### config.mk
export PLATFORM = sky130hd
export DESIGN_NAME = if_stage_flat
export DESIGN_NICKNAME = d
export VERILOG_FILES = /design/src/rtl/if_stage_pkg.sv /design/src/rtl/if_stage_if.sv /design/src/rtl/if_npc.sv /design/src/rtl/if_stage.sv /design/src/flat_wrapper.sv
export SDC_FILE = /design/constraint.sdc
export NUM_CORES = 1
export LEC_CHECK = 0
export BUFFER_PORTS_ARGS = -buffer_cell sky130_fd_sc_hd__buf_2
export CORE_UTILIZATION = 45
export CTS_BUF_LIST = sky130_fd_sc_hd__clkbuf_16
export DETAILED_ROUTE_END_ITERATION = 7
export PLACE_DENSITY = 0.71
export SLEW_MARGIN = 20
export SYNTH_ARGS = -nofsm -noshare
export SYNTH_HDL_FRONTEND = slang
export SYNTH_HIERARCHICAL = 1
export SYNTH_SLANG_ARGS = --single-unit
export TNS_END_PERCENT = 50
### constraint.sdc
create_clock -name clk -period 5.3 [get_ports clk]
set_input_delay 1.06 -clock clk [delete_from_list [all_inputs] [get_ports clk]]
set_output_delay 1.06 -clock clk [all_outputs]
set_load 0.05 [all_outputs]
### src/rtl/if_stage_pkg.sv
// Shared definitions for the instruction-fetch stage: widths, reset vector,
// instruction-length helper and the per-cycle action encoding.
package if_stage_pkg;

  localparam int XLEN = 64;
  localparam int ILEN = 32;
  localparam logic [XLEN-1:0] RESET_PC = 64'h0000_0000_8000_0000;

  // One action per rising edge, listed from highest to lowest priority.
  typedef enum logic [2:0] {
    ACT_REDIR     = 3'd0,  // redirect taken now, imem ready
    ACT_PEND_SET  = 3'd1,  // redirect arrives during a refill, park it
    ACT_PEND_TAKE = 3'd2,  // refill done, apply the parked redirect
    ACT_HOLD      = 3'd3,  // downstream stall, freeze pc and IF/ID
    ACT_BUBBLE    = 3'd4,  // refill in progress, insert a bubble
    ACT_ISSUE     = 3'd5   // normal fetch into IF/ID
  } fetch_act_e;

  // Compressed (16-bit) encodings have anything other than 2'b11 in the low bits.
  function automatic bit is_rvc(input logic [1:0] op);
    return op != 2'b11;
  endfunction

endpackage

### src/rtl/if_stage_if.sv
// Fetch-stage bus: the imem address/data/stall trio, the redirect request
// from later stages and the IF/ID register seen by decode.
interface if_stage_if;
  import if_stage_pkg::*;

  logic [XLEN-1:0] pc;
  logic [ILEN-1:0] ir;
  logic            stall_imem;
  logic            stall_pipe;
  logic            redir;
  logic [XLEN-1:0] redir_pc;
  logic            id_valid;
  logic [XLEN-1:0] id_pc;
  logic [ILEN-1:0] id_ir;
  logic            id_rvc;

  // The fetch stage itself.
  modport master (
    output pc, id_valid, id_pc, id_ir, id_rvc,
    input  ir, stall_imem, stall_pipe, redir, redir_pc
  );

  // Everything around it: imem, hazard unit, redirect source, decode.
  modport slave (
    input  pc, id_valid, id_pc, id_ir, id_rvc,
    output ir, stall_imem, stall_pipe, redir, redir_pc
  );

endinterface

### src/rtl/if_npc.sv
// Next-PC datapath: sizes the current word, forms the sequential PC and
// selects between redirect target, parked redirect and sequential PC.
module if_npc
  import if_stage_pkg::*;
(
  input  logic [XLEN-1:0] pc,
  input  logic [1:0]      ir_op,
  input  logic            redir,
  input  logic [XLEN-1:0] redir_pc,
  input  logic            pend_v,
  input  logic [XLEN-1:0] pend_pc,
  output logic            rvc,
  output logic [XLEN-1:0] seq_pc,
  output logic [XLEN-1:0] redir_tgt,
  output logic [XLEN-1:0] next_pc
);

  localparam logic [XLEN-1:0] STEP_RVC = XLEN'(2);
  localparam logic [XLEN-1:0] STEP_STD = XLEN'(4);

  assign rvc       = is_rvc(ir_op);
  // Wraps modulo 2^XLEN on purpose.
  assign seq_pc    = pc + (rvc ? STEP_RVC : STEP_STD);
  // Instructions are at least halfword aligned, so bit 0 is dropped.
  assign redir_tgt = {redir_pc[XLEN-1:1], 1'b0};

  // Pick the PC source; the caller decides whether pc actually loads it.
  always_comb begin
    next_pc = seq_pc;
    if (redir) begin
      next_pc = redir_tgt;
    end else if (pend_v) begin
      next_pc = pend_pc;
    end
  end

endmodule

### src/rtl/if_stage.sv
// Instruction-fetch stage: owns the PC, holds a single parked redirect while
// imem refills, and registers {pc, ir} into IF/ID for decode.
module if_stage
  import if_stage_pkg::*;
#(
  parameter logic [XLEN-1:0] RESET_ADDR = RESET_PC
) (
  input logic          clk,
  input logic          rst_n,
  if_stage_if.master   bus
);

  logic [XLEN-1:0] pc_q;
  logic            pend_v;
  logic [XLEN-1:0] pend_pc;
  logic            id_valid_q;
  logic [XLEN-1:0] id_pc_q;
  logic [ILEN-1:0] id_ir_q;
  logic            id_rvc_q;

  logic            rvc;
  logic [XLEN-1:0] seq_pc;
  logic [XLEN-1:0] redir_tgt;
  logic [XLEN-1:0] next_pc;
  fetch_act_e      act;

  if_npc u_npc (
    .pc        (pc_q),
    .ir_op     (bus.ir[1:0]),
    .redir     (bus.redir),
    .redir_pc  (bus.redir_pc),
    .pend_v    (pend_v),
    .pend_pc   (pend_pc),
    .rvc       (rvc),
    .seq_pc    (seq_pc),
    .redir_tgt (redir_tgt),
    .next_pc   (next_pc)
  );

  // Resolve this cycle's action; a redirect always wins so it can squash IF/ID
  // even when decode is stalled, and a parked redirect beats stall_pipe.
  always_comb begin
    act = ACT_ISSUE;
    if (bus.redir && !bus.stall_imem) begin
      act = ACT_REDIR;
    end else if (bus.redir) begin
      act = ACT_PEND_SET;
    end else if (!bus.stall_imem && pend_v) begin
      act = ACT_PEND_TAKE;
    end else if (bus.stall_pipe) begin
      act = ACT_HOLD;
    end else if (bus.stall_imem) begin
      act = ACT_BUBBLE;
    end
  end

  // PC only moves when imem is not refilling, so the refill address stays stable.
  always_ff @(posedge clk or negedge rst_n) begin
    if (!rst_n) begin
      pc_q <= RESET_ADDR;
    end else if (act == ACT_REDIR || act == ACT_PEND_TAKE || act == ACT_ISSUE) begin
      pc_q <= next_pc;
    end
  end

  // Single-entry parked redirect; a later redirect in the same refill overwrites it.
  always_ff @(posedge clk or negedge rst_n) begin
    if (!rst_n) begin
      pend_v  <= 1'b0;
      pend_pc <= '0;
    end else begin
      case (act)
        ACT_REDIR:     pend_v <= 1'b0;
        ACT_PEND_SET: begin
          pend_v  <= 1'b1;
          pend_pc <= redir_tgt;
        end
        ACT_PEND_TAKE: pend_v <= 1'b0;
        default:       ;
      endcase
    end
  end

  // IF/ID register: load on a clean fetch, hold on downstream stall, else bubble.
  always_ff @(posedge clk or negedge rst_n) begin
    if (!rst_n) begin
      id_valid_q <= 1'b0;
      id_pc_q    <= '0;
      id_ir_q    <= '0;
      id_rvc_q   <= 1'b0;
    end else begin
      case (act)
        ACT_HOLD: ;
        ACT_ISSUE: begin
          id_valid_q <= 1'b1;
          id_pc_q    <= pc_q;
          id_ir_q    <= rvc ? {16'b0, bus.ir[15:0]} : bus.ir;
          id_rvc_q   <= rvc;
        end
        default:   id_valid_q <= 1'b0;
      endcase
    end
  end

  assign bus.pc       = pc_q;
  assign bus.id_valid = id_valid_q;
  assign bus.id_pc    = id_pc_q;
  assign bus.id_ir    = id_ir_q;
  assign bus.id_rvc   = id_rvc_q;

endmodule

### src/flat_wrapper.sv
// flat-port wrapper written by rule: the top's interface ports become plain ports
module if_stage_flat import if_stage_pkg::*;
#(
  parameter logic [XLEN-1:0] RESET_ADDR = RESET_PC
)
  (clk, rst_n, bus_pc, bus_id_valid, bus_id_pc, bus_id_ir, bus_id_rvc, bus_ir, bus_stall_imem, bus_stall_pipe, bus_redir, bus_redir_pc);
  if_stage_if bus_i ();
  input logic clk;
  input logic rst_n;
  output wire logic [$bits(bus_i.pc)-1:0] bus_pc;
  output wire logic [$bits(bus_i.id_valid)-1:0] bus_id_valid;
  output wire logic [$bits(bus_i.id_pc)-1:0] bus_id_pc;
  output wire logic [$bits(bus_i.id_ir)-1:0] bus_id_ir;
  output wire logic [$bits(bus_i.id_rvc)-1:0] bus_id_rvc;
  input wire logic [$bits(bus_i.ir)-1:0] bus_ir;
  input wire logic [$bits(bus_i.stall_imem)-1:0] bus_stall_imem;
  input wire logic [$bits(bus_i.stall_pipe)-1:0] bus_stall_pipe;
  input wire logic [$bits(bus_i.redir)-1:0] bus_redir;
  input wire logic [$bits(bus_i.redir_pc)-1:0] bus_redir_pc;
  assign bus_pc = bus_i.pc;
  assign bus_id_valid = bus_i.id_valid;
  assign bus_id_pc = bus_i.id_pc;
  assign bus_id_ir = bus_i.id_ir;
  assign bus_id_rvc = bus_i.id_rvc;
  assign bus_i.ir = bus_ir;
  assign bus_i.stall_imem = bus_stall_imem;
  assign bus_i.stall_pipe = bus_stall_pipe;
  assign bus_i.redir = bus_redir;
  assign bus_i.redir_pc = bus_redir_pc;
  if_stage #(.RESET_ADDR(RESET_ADDR)) u_core (.clk(clk), .rst_n(rst_n), .bus(bus_i));
endmodule
# --- After elaboration in Yosys (flattened, before gate mapping) ---
# Index checks and enable logic that the tools add are counted.
classes:
  reduce_logical: 8
  n_eq_ne: 5
  mux: 11
  n_addsub: 1
op_table:
  columns: ["op", "n"]
  rows:
  - ["$mux 64", 2]
  - ["$add 64x3->64", 1]
  - ["$mux 32", 1]
  - ["$mux 3", 5]
  - ["$eq 3x2->1 const B", 2]
  - ["$pmux 1 s2", 2]
  - ["$eq 3x1->1 const B", 1]
  - ["$eq 3x3->1 const B", 1]
  - ["$logic_not 3->1", 1]
  - ["$logic_and 1x1->1", 2]
  - ["$logic_or 1x1->1", 2]
  - ["$ne 2x2->1 const B", 1]
  - ["$reduce_bool 2->1", 1]
  - ["$reduce_or 2->1", 1]
  - ["$logic_not 1->1", 1]
  - ["$mux 1", 1]
totals:
  word_cells: 32
  input_bits: 101
  regBits: 226
  output_inout_bits: 162

# --- Longest topological paths before layout ---
# Gate-level depths: netlist of the first run.
logic_depth:
  ltp_word: 8
  depth_mapped: 12
  mapped_depth_nobuf: 11

# --- Hierarchy ---
# Netlist of the first run, hierarchy kept.
modules_own_cells:
  columns: ["module", "instances", "area_per_inst_um2", "seq_area_each_um2", "cells_per_inst"]
  rows:
  - ["if_stage", 1, 9769.4, 5681.7, 728]
  - ["if_npc", 1, 3284.4, 0.0, 506]

# --- Worst setup path after synthesis of the first run ---
# Ideal clock, no wire load.
synth_path:
  path_kind: "input to register"
  from: "in bus_ir[0]"
  to: "reg u_core.pc_q[41], in the netlist u_core/bus.pc[41]"
  arrival_time_ns: 2.939
  path_stages: 12
  t_required_ns: 5.168
  n_path_buf: 1
  setup_ns: 0.132
  setup_slack_ns: 2.229
  path_cell_list: "nand2_1 > and2_1 > ha_1 > a31o_2 > and2_1 > clkbuf_1 > nand3_1 > nor3_1 > mux2i_1 > nand2_1 > nand2b_1 > o211ai_1"
synth_via:
  elab_chain_len: 5
synth_lines:
  columns: ["element", "line", "text"]
  rows:
  - ["from (decl)", "flat_wrapper.sv:15", "input wire logic [$bits(bus_i.ir)-1:0] bus_ir;"]
  - ["$ne 2x2->1", "if_stage_pkg.sv:21", "return op != 2'b11;"]
  - ["$mux 3", "if_npc.sv:23", "assign seq_pc = pc + (rvc ? STEP_RVC : STEP_STD);"]
  - ["$add 64x3->64", "if_npc.sv:23", null]
  - ["$mux 64", "if_npc.sv:32", "end else if (pend_v) begin"]
  - ["$mux 64", "if_npc.sv:30", "if (redir) begin"]
  - ["named net u_core.next_pc[41]", "if_stage.sv:24", "logic [XLEN-1:0] next_pc;"]
  - ["to (signal assigned)", "if_stage.sv:62", "pc_q <= next_pc;"]
  - ["to (decl)", "if_stage.sv:13", "logic [XLEN-1:0] pc_q;"]
# The timed path passes the listed nets, and every way through them passes these cells.
# A chain may end at the register's enable or synchronous reset.

# --- Final worst setup path of the first run ---
layout_path:
  from: "in bus_ir[0]"
  to: "reg u_core.pc_q[41], in the netlist u_core/bus.pc[41]"
layout_via:
  elab_chain_len: 5
layout_lines:
  columns: ["element", "line", "text"]
  rows:
  - ["$ne 2x2->1", "if_stage_pkg.sv:21", null]
  - ["named net u_core.rvc", "if_stage.sv:21", "logic rvc;"]
  - ["$mux 3", "if_npc.sv:23", null]
  - ["$add 64x3->64", "if_npc.sv:23", null]
  - ["$mux 64", "if_npc.sv:32", null]
  - ["$mux 64", "if_npc.sv:30", null]
  - ["named net u_core.next_pc[41]", "if_stage.sv:24", null]
# The timed path passes the listed nets, and every way through them passes these cells.

==> impl_metrics.csv, run 1 <==
group,metric,value,unit
power_and_ir_drop,power.leakage,6.586,nW
setup_path,rrSetupSlack,2040,ps
floorplan,row_count,61,
setup_path,critical-path-top-delay-family,"simple AND/OR/NAND/NOR gates",
route,dr_total_vias,10086,
timing,timing.slew.headroom,31.10,%
setup_path,timing.critical_path.cells,"buf_2 -> nand2_1 -> xnor2_1 -> ha_1 -> a31o_2 -> and2_1 -> nand3_1 -> nor3_1 -> mux2i_1 -> nand2_1 -> nand2b_1 -> o211ai_1",
finish,utilization,53.15,%
timing,rsz0062_at_grt,"no",
finish,area_growth_syn_to_layout,14.97,%
setup_path,timing.critical_path.buf_inv,1,
global_routing,gr_util_met2,36.97,%
global_routing,use_met1,30.79,%
global_routing,antenna_found_initial,4,
cts,clkLatencyLatePin,530,ps
finish,num-nets-final,1476,
route,drt.antenna.violating_nets,0,
timing,min_period,3480,ps
global_routing,grt_pass1_vias,9639,
run,max_cap_violations,0,
place,hpwl,21190,um
place,count_of_buffers_inserted_at_the_top_level_ports,261,
floorplan,die_height,171.9,um
route,routed_via_density,5.689,
cts,ctsLongestPathBuffers,3,
worst_hold_path,worstHoldPathType,"reg2reg",
route,initialDrtViolationCount,675,
route,routedWlPerCell,19.15,um
timing,fin_hold_ws,478.1,ps
floorplan,floorplan.core_area,28090,sq um
setup_path,worstReg2RegStart,"u_core/bus.pc[19]$_DFFE_PN0P_",
cts,cts_tree,"done",
cts,cts_repair_resize_count,0,
timing,fin_crit_sh,65.65,%
global_routing,globalRouteOverflowTotal,0,
global_routing,grt_max_degree,122,
setup_path,cp_slowest_stage_delay,560,ps
timing,timing.final.max_slew_violations,0,
setup_path,crit_path_top_delay_cell,"sky130_fd_sc_hd__and2_1",
floorplan,fp.dieArea,29540,sq um
cts,clkSlewWorstSetupHoldPaths,60,ps
setup_path,cp_data_required_time,5680,ps
finish,layout_cell_share_with_drive_strength_beyond_1,32.64,%
timing,fmax,287.4,MHz
setup_path,critical-path-top-cell-by-count,"sky130_fd_sc_hd__nand2_1",
setup_path,critPathCapture,"u_core/bus.pc[41]$_DFFE_PN0P_",
cts,clock_tree.root_cell,"sky130_fd_sc_hd__clkbuf_16",
route,routed_wl,33960,um
run_status,result_of_the_run,"complete, no violations",
power_and_ir_drop,ir_drop,0.0003914,V
cts,post-cts-setup-buffer-count,0,
setup_path,timing.setup.critical_path_class,"in2reg",
timing,fin_skew,18.06,ps
floorplan,design.portCount,263,
global_routing,gr-max-usage-layer,"met2",
setup_path,critical_path_arrival,3860,ps
timing,hold_violations,0,
timing,finalSetupViolations,0,
setup_path,critical_path_start,"bus_ir[0]",
logic_synthesis,synth.cell_area,12980,sq um
logic_synthesis,syn-num-nets,1328,
place,dpl_cell_area,14040,sq um
logic_synthesis,post_synth_inst_count,1226,
global_routing,grt_use_total,22.80,%
setup_path,worst_r2r_path_depth,8,
timing,worst_pin_slew,1033,ps
finish,commonest_cells_after_routing_fill_and_taps_aside,"sky130_fd_sc_hd__buf_2, sky130_fd_sc_hd__dfrtp_1, sky130_fd_sc_hd__mux2_2",
logic_synthesis,syn_avg_cell_area,10.59,sq um
timing,tns,0,ps
finish,finish.instance_area,14930,sq um
cts,cts_max_level,1,
setup_path,worst_r2r_endpoint,"u_core/bus.pc[56]$_DFFE_PN0P_",
floorplan,chipWidth,171.9,um
cts,cts_hold_repair.buffers,0,
global_routing,met3_routing_resource_usage_after_global_routing,5.287,%
logic_synthesis,yosysWarningCount,6,
setup_path,worst-path-stages,12,
place,gp_congestion,0.8166,
setup_path,critical_path.startpoint_type,"input port",
cts,cts_num_sinks,227,
setup_path,critical_path.endpoint_type,"flip-flop",
power_and_ir_drop,pwr_density_cell,435.6,nW/um^2
floorplan,initial_core_util,46.23,%
finish,mostFrequentLayoutCell,"sky130_fd_sc_hd__buf_2",
cts,cts-buffers-inserted,27,
route,remaining_drc_errors,0,
global_routing,grt_first_pass_wirelength,53190,um
setup_path,crit_path_max_fanout,20,
route,dr.pass1.iters,6,
-- report_power, final --
group          total [mW]  internal [mW]  switching, mW
clock network        1.86           1.12          0.740
registers            2.46           2.10          0.364
logic                2.18          0.646           1.54
-- through the flow --
| stage | power (mW) | setup slack (ps) | cells |
|---|---|---|---|
| after floorplan | 4.101 | 2335 | 1226 |
| after global placement | 4.616 | 1337 | 1723 |
| after detailed placement | 4.677 | 1300 | 1723 |
| after CTS | 6.562 | 1846 | 1772 |
| after global routing | 6.811 | 1605 | 1772 |
| final | 6.503 | 1820 | 1773 |
-- per-layer routing --
layer / wire length, um / part of all wire, %
met1: 14950 / 44
met2: 15970 / 47
met3: 2394 / 7.1
met4: 609 / 1.8
met5: 27 / 0.080
-- how the worst min path moves through the flow --
stage | startpoint | endpoint | slack [ps] | cells after the start
after floorplan | u_core/pend_pc[10]$_DFFE_PN0N_ | u_core/pend_pc[10]$_DFFE_PN0N_ | 480 | 1
after global placement | u_core/bus.id_pc[39]$_DFFE_PN0P_ | u_core/bus.id_pc[39]$_DFFE_PN0P_ | 460 | 1
after detailed placement | u_core/bus.id_pc[49]$_DFFE_PN0P_ | u_core/bus.id_pc[49]$_DFFE_PN0P_ | 470 | 1
after CTS | u_core/bus.id_pc[36]$_DFFE_PN0P_ | u_core/bus.id_pc[36]$_DFFE_PN0P_ | 480 | 1
after global routing | u_core/bus.id_pc[59]$_DFFE_PN0P_ | u_core/bus.id_pc[59]$_DFFE_PN0P_ | 500 | 1
final | u_core/bus.id_pc[36]$_DFFE_PN0P_ | u_core/bus.id_pc[36]$_DFFE_PN0P_ | 480 | 1
-- cell type report --
cell class                      count  area (sq um)
Multi-Input combinational cell    839          6427
Timing Repair Buffer              271          1421
Sequential cell                   227          5685
Tap cell                          378         473.0
Antenna cell                        1         2.502
Clock inverter                     22         214.0
Fill cell                        2583         13160
Clock buffer                       27         675.6
Inverter                            8         30.03
-- flip-flops by register name, indices dropped and copies added (netlist names) --
signal,flops
u_core/bus.id_ir,32
u_core/bus.id_pc,64
u_core/bus.id_rvc,1
u_core/bus.id_valid,1
u_core/bus.pc,64
u_core/pend_pc,64
u_core/pend_v,1
Power figures use the tool's default switching activity.
==> run 2: changes to the inputs <==
--- a/config.mk
+++ b/config.mk
@@ -9,7 +9,7 @@
 export CORE_UTILIZATION = 45
 export CTS_BUF_LIST = sky130_fd_sc_hd__clkbuf_16
 export DETAILED_ROUTE_END_ITERATION = 7
-export PLACE_DENSITY = 0.71
+export PLACE_DENSITY = 0.74
 export SLEW_MARGIN = 20
 export SYNTH_ARGS = -nofsm -noshare
 export SYNTH_HDL_FRONTEND = slang
==> constraint.sdc (replaced) <==
create_clock -name clk -period 3.04 [get_ports clk]
set_input_delay 0.608 -clock clk [delete_from_list [all_inputs] [get_ports clk]]
set_output_delay 0.608 -clock clk [all_outputs]
set_load 0.05 [all_outputs]
==> run 2 against run 1 <==
  * Via count up 3.1%
  * Register-to-register slack got worse by 1700 ps
  * Final area is 2.1% higher
  * Wire length up 2.8%
  * Count of clock-buffer cells in the layout unchanged
  * Clock skew about the same
  * Worst setup slack got worse by 1500 ps
  * Total power up 72%
  * Sequential cell count stayed put
  * Non-clock buffer count up 51
  * Clock power up 58%
  * Largest cell class unchanged
  * Largest power group unchanged
==> impl_metrics.csv, run 2 (same netlist as run 1, synthesis figures left out) <==
group,metric,value,unit
setup_path,timing.critical_path.cells,"nand4_1 -> or4_1 -> nor3_2 -> and4bb_1 -> xor2_1 -> a21o_1 -> nand2b_1 -> o211ai_1",
run,max_cap_violations,0,
run_status,result_of_the_run,"complete, no violations",
finish,finish.cell_count_without_fillers,1826,
setup_path,timing.setup.critical_path_class,"reg2reg",
setup_path,critical_path_arrival,3180,ps
cts,post-cts-setup-buffer-count,0,
setup_path,worst_r2r_path_depth,8,
timing,layout_setup_ws,299.9,ps
place,hpwl,23010,um
timing,timing.slew.headroom,53.88,%
place,count_of_buffers_inserted_at_the_top_level_ports,261,
setup_path,crit_path_top_delay_cell,"sky130_fd_sc_hd__dfstp_2",
finish,filler_cell_count,2540,
finish,num-nets-final,1527,
floorplan,floorplan.core_area,28090,sq um
floorplan,initial_core_util,46.23,%
route,dr_total_vias,10400,
timing,finalSetupViolations,0,
floorplan,chipWidth,171.9,um
cts,ctsLongestPathBuffers,3,
timing,worst_pin_slew,691.9,ps
setup_path,cp_slowest_stage_delay,610,ps
timing,fin_skew,18.42,ps
global_routing,grt_use_total,23.69,%
setup_path,worst_r2r_endpoint,"u_core/bus.pc[63]$_DFFE_PN0P_",
place,cells_after_dpl,1774,
setup_path,crit_path_max_fanout,8,
cts,cts_hold_repair.buffers,0,
route,wl_met1,15250,um
floorplan,design.portCount,263,
place,gp_congestion,0.8504,
timing,timing.final.max_slew_violations,0,
place,preCtsSetupSlack,227.6,ps
setup_path,critical_path.startpoint_type,"flip-flop",
cts,cts_tree,"done",
floorplan,row_count,61,
timing,fin_hold_ws,36.96,ps
setup_path,cp_data_required_time,3480,ps
route,routedWlPerCell,19.12,um
power_and_ir_drop,pwr_density_cell,733.3,nW/um^2
route,remaining_drc_errors,0,
floorplan,fp.dieArea,29540,sq um
global_routing,grt_pass1_vias,10410,
route,dr.pass1.iters,6,
global_routing,grt_max_degree,82,
floorplan,die_height,171.9,um
setup_path,worstReg2RegStart,"u_core/bus.pc[31]$_DFFE_PN1P_",
route,routed_via_density,5.696,
finish,multi_input_comb_area,6427,sq um
cts,cts_repair_resize_count,0,
timing,rsz0062_at_grt,"no",
worst_hold_path,worstHoldPathType,"in2async",
cts,clkLatencyLatePin,530,ps
setup_path,critical_path_start,"u_core/bus.pc[31]$_DFFE_PN1P_",
finish,layout_cell_share_with_drive_strength_beyond_1,34.60,%
power_and_ir_drop,ir_drop,0.0005929,V
route,routed_wl,34920,um
power_and_ir_drop,power.leakage,6.816,nW
cts,cts_num_sinks,227,
global_routing,grt_first_pass_wirelength,55490,um
timing,tns,0,ps
global_routing,globalRouteOverflowTotal,0,
cts,clkSlewWorstSetupHoldPaths,60,ps
finish,commonest_cells_after_routing_fill_and_taps_aside,"sky130_fd_sc_hd__buf_2, sky130_fd_sc_hd__dfrtp_1, sky130_fd_sc_hd__mux2_2",
setup_path,rrSetupSlack,300,ps
route,routed.top_layer,"met5",
route,met2_length,16710,um
cts,cts-buffers-inserted,27,
power_and_ir_drop,finalPower,11.17,mW
route,drt.antenna.violating_nets,0,
timing,fin_crit_sh,90.14,%
finish,area_growth_syn_to_layout,17.35,%
finish,layout.area.seq,5685,sq um
setup_path,critPathCapture,"u_core/bus.pc[63]$_DFFE_PN0P_",
place,dpl_cell_area,14430,sq um
timing,fmax,364.9,MHz
route,initialDrtViolationCount,600,
timing,hold_violations,0,
route,met3_wirelength,2196,um
global_routing,antenna_found_initial,4,
setup_path,critical_path.endpoint_type,"flip-flop",
finish,utilization,54.25,%
finish,mostFrequentLayoutCell,"sky130_fd_sc_hd__buf_2",
cts,clock_tree.root_cell,"sky130_fd_sc_hd__clkbuf_16",
timing,min_period,2740,ps
cts,cts_max_level,1,
finish,finish.instance_area,15240,sq um
-- run 2: cell count changes in the layout (fill, tap and decap cells not counted), sizes merged --
cell      previous run  this run
inv                 10        15
clkinv              15        12
diode                1         3
clkinvlp             1         2
buf                271       322
bufinv               4         1
-- run 2: critical path, delay by kind of cell (launching register included) --
kind	cells	cell delay, ps
simple gates	5	1640
flops	1	610
xor+xnor	1	150
compound gates	2	270
-- run 2: where the power goes --
group / switching [mW] / total (mW) / internal [mW]
Combinational: 2.86 / 4.08 / 1.23
Sequential: 0.506 / 4.16 / 3.66
Clock: 1.25 / 2.93 / 1.68
-- run 2: area by class of cell --
| class | count | share of cell area, % |
|---|---|---|
| multi-input cells | 839 | 42.18 |
| flip-flops and latches | 227 | 37.31 |
| repair buffers | 322 | 11.92 |
| clock buffers | 27 | 4.434 |
| well taps | 378 | 3.104 |
| clock inverters | 22 | 0.8047 |
| inverters | 8 | 0.1971 |
| diodes | 3 | 0.04927 |
-- run 2: how the worst min path moves through the flow --
stage,endpoint,slack [ps],cells past startpoint,from
detailed placement,u_core/bus.id_pc[37]$_DFFE_PN0P_,470,1,u_core/bus.id_pc[37]$_DFFE_PN0P_
global route,u_core/bus.id_ir[16]$_DFFE_PN0P_,80,1,rst_n
finish,u_core/bus.id_ir[16]$_DFFE_PN0P_,40,1,rst_n
CTS,u_core/bus.id_ir[16]$_DFFE_PN0P_,60,1,rst_n
floorplan,u_core/bus.id_ir[0]$_DFFE_PN0P_,310,0,rst_n
global placement,u_core/bus.id_pc[35]$_DFFE_PN0P_,460,1,u_core/bus.id_pc[35]$_DFFE_PN0P_
-- run 2: routing by layer --
metal,GRT usage (%),vias up
met5,0,-
met2,39.98,377
met1,31.33,5204
li1,-,4760
met4,7.311,2
met3,3.525,57
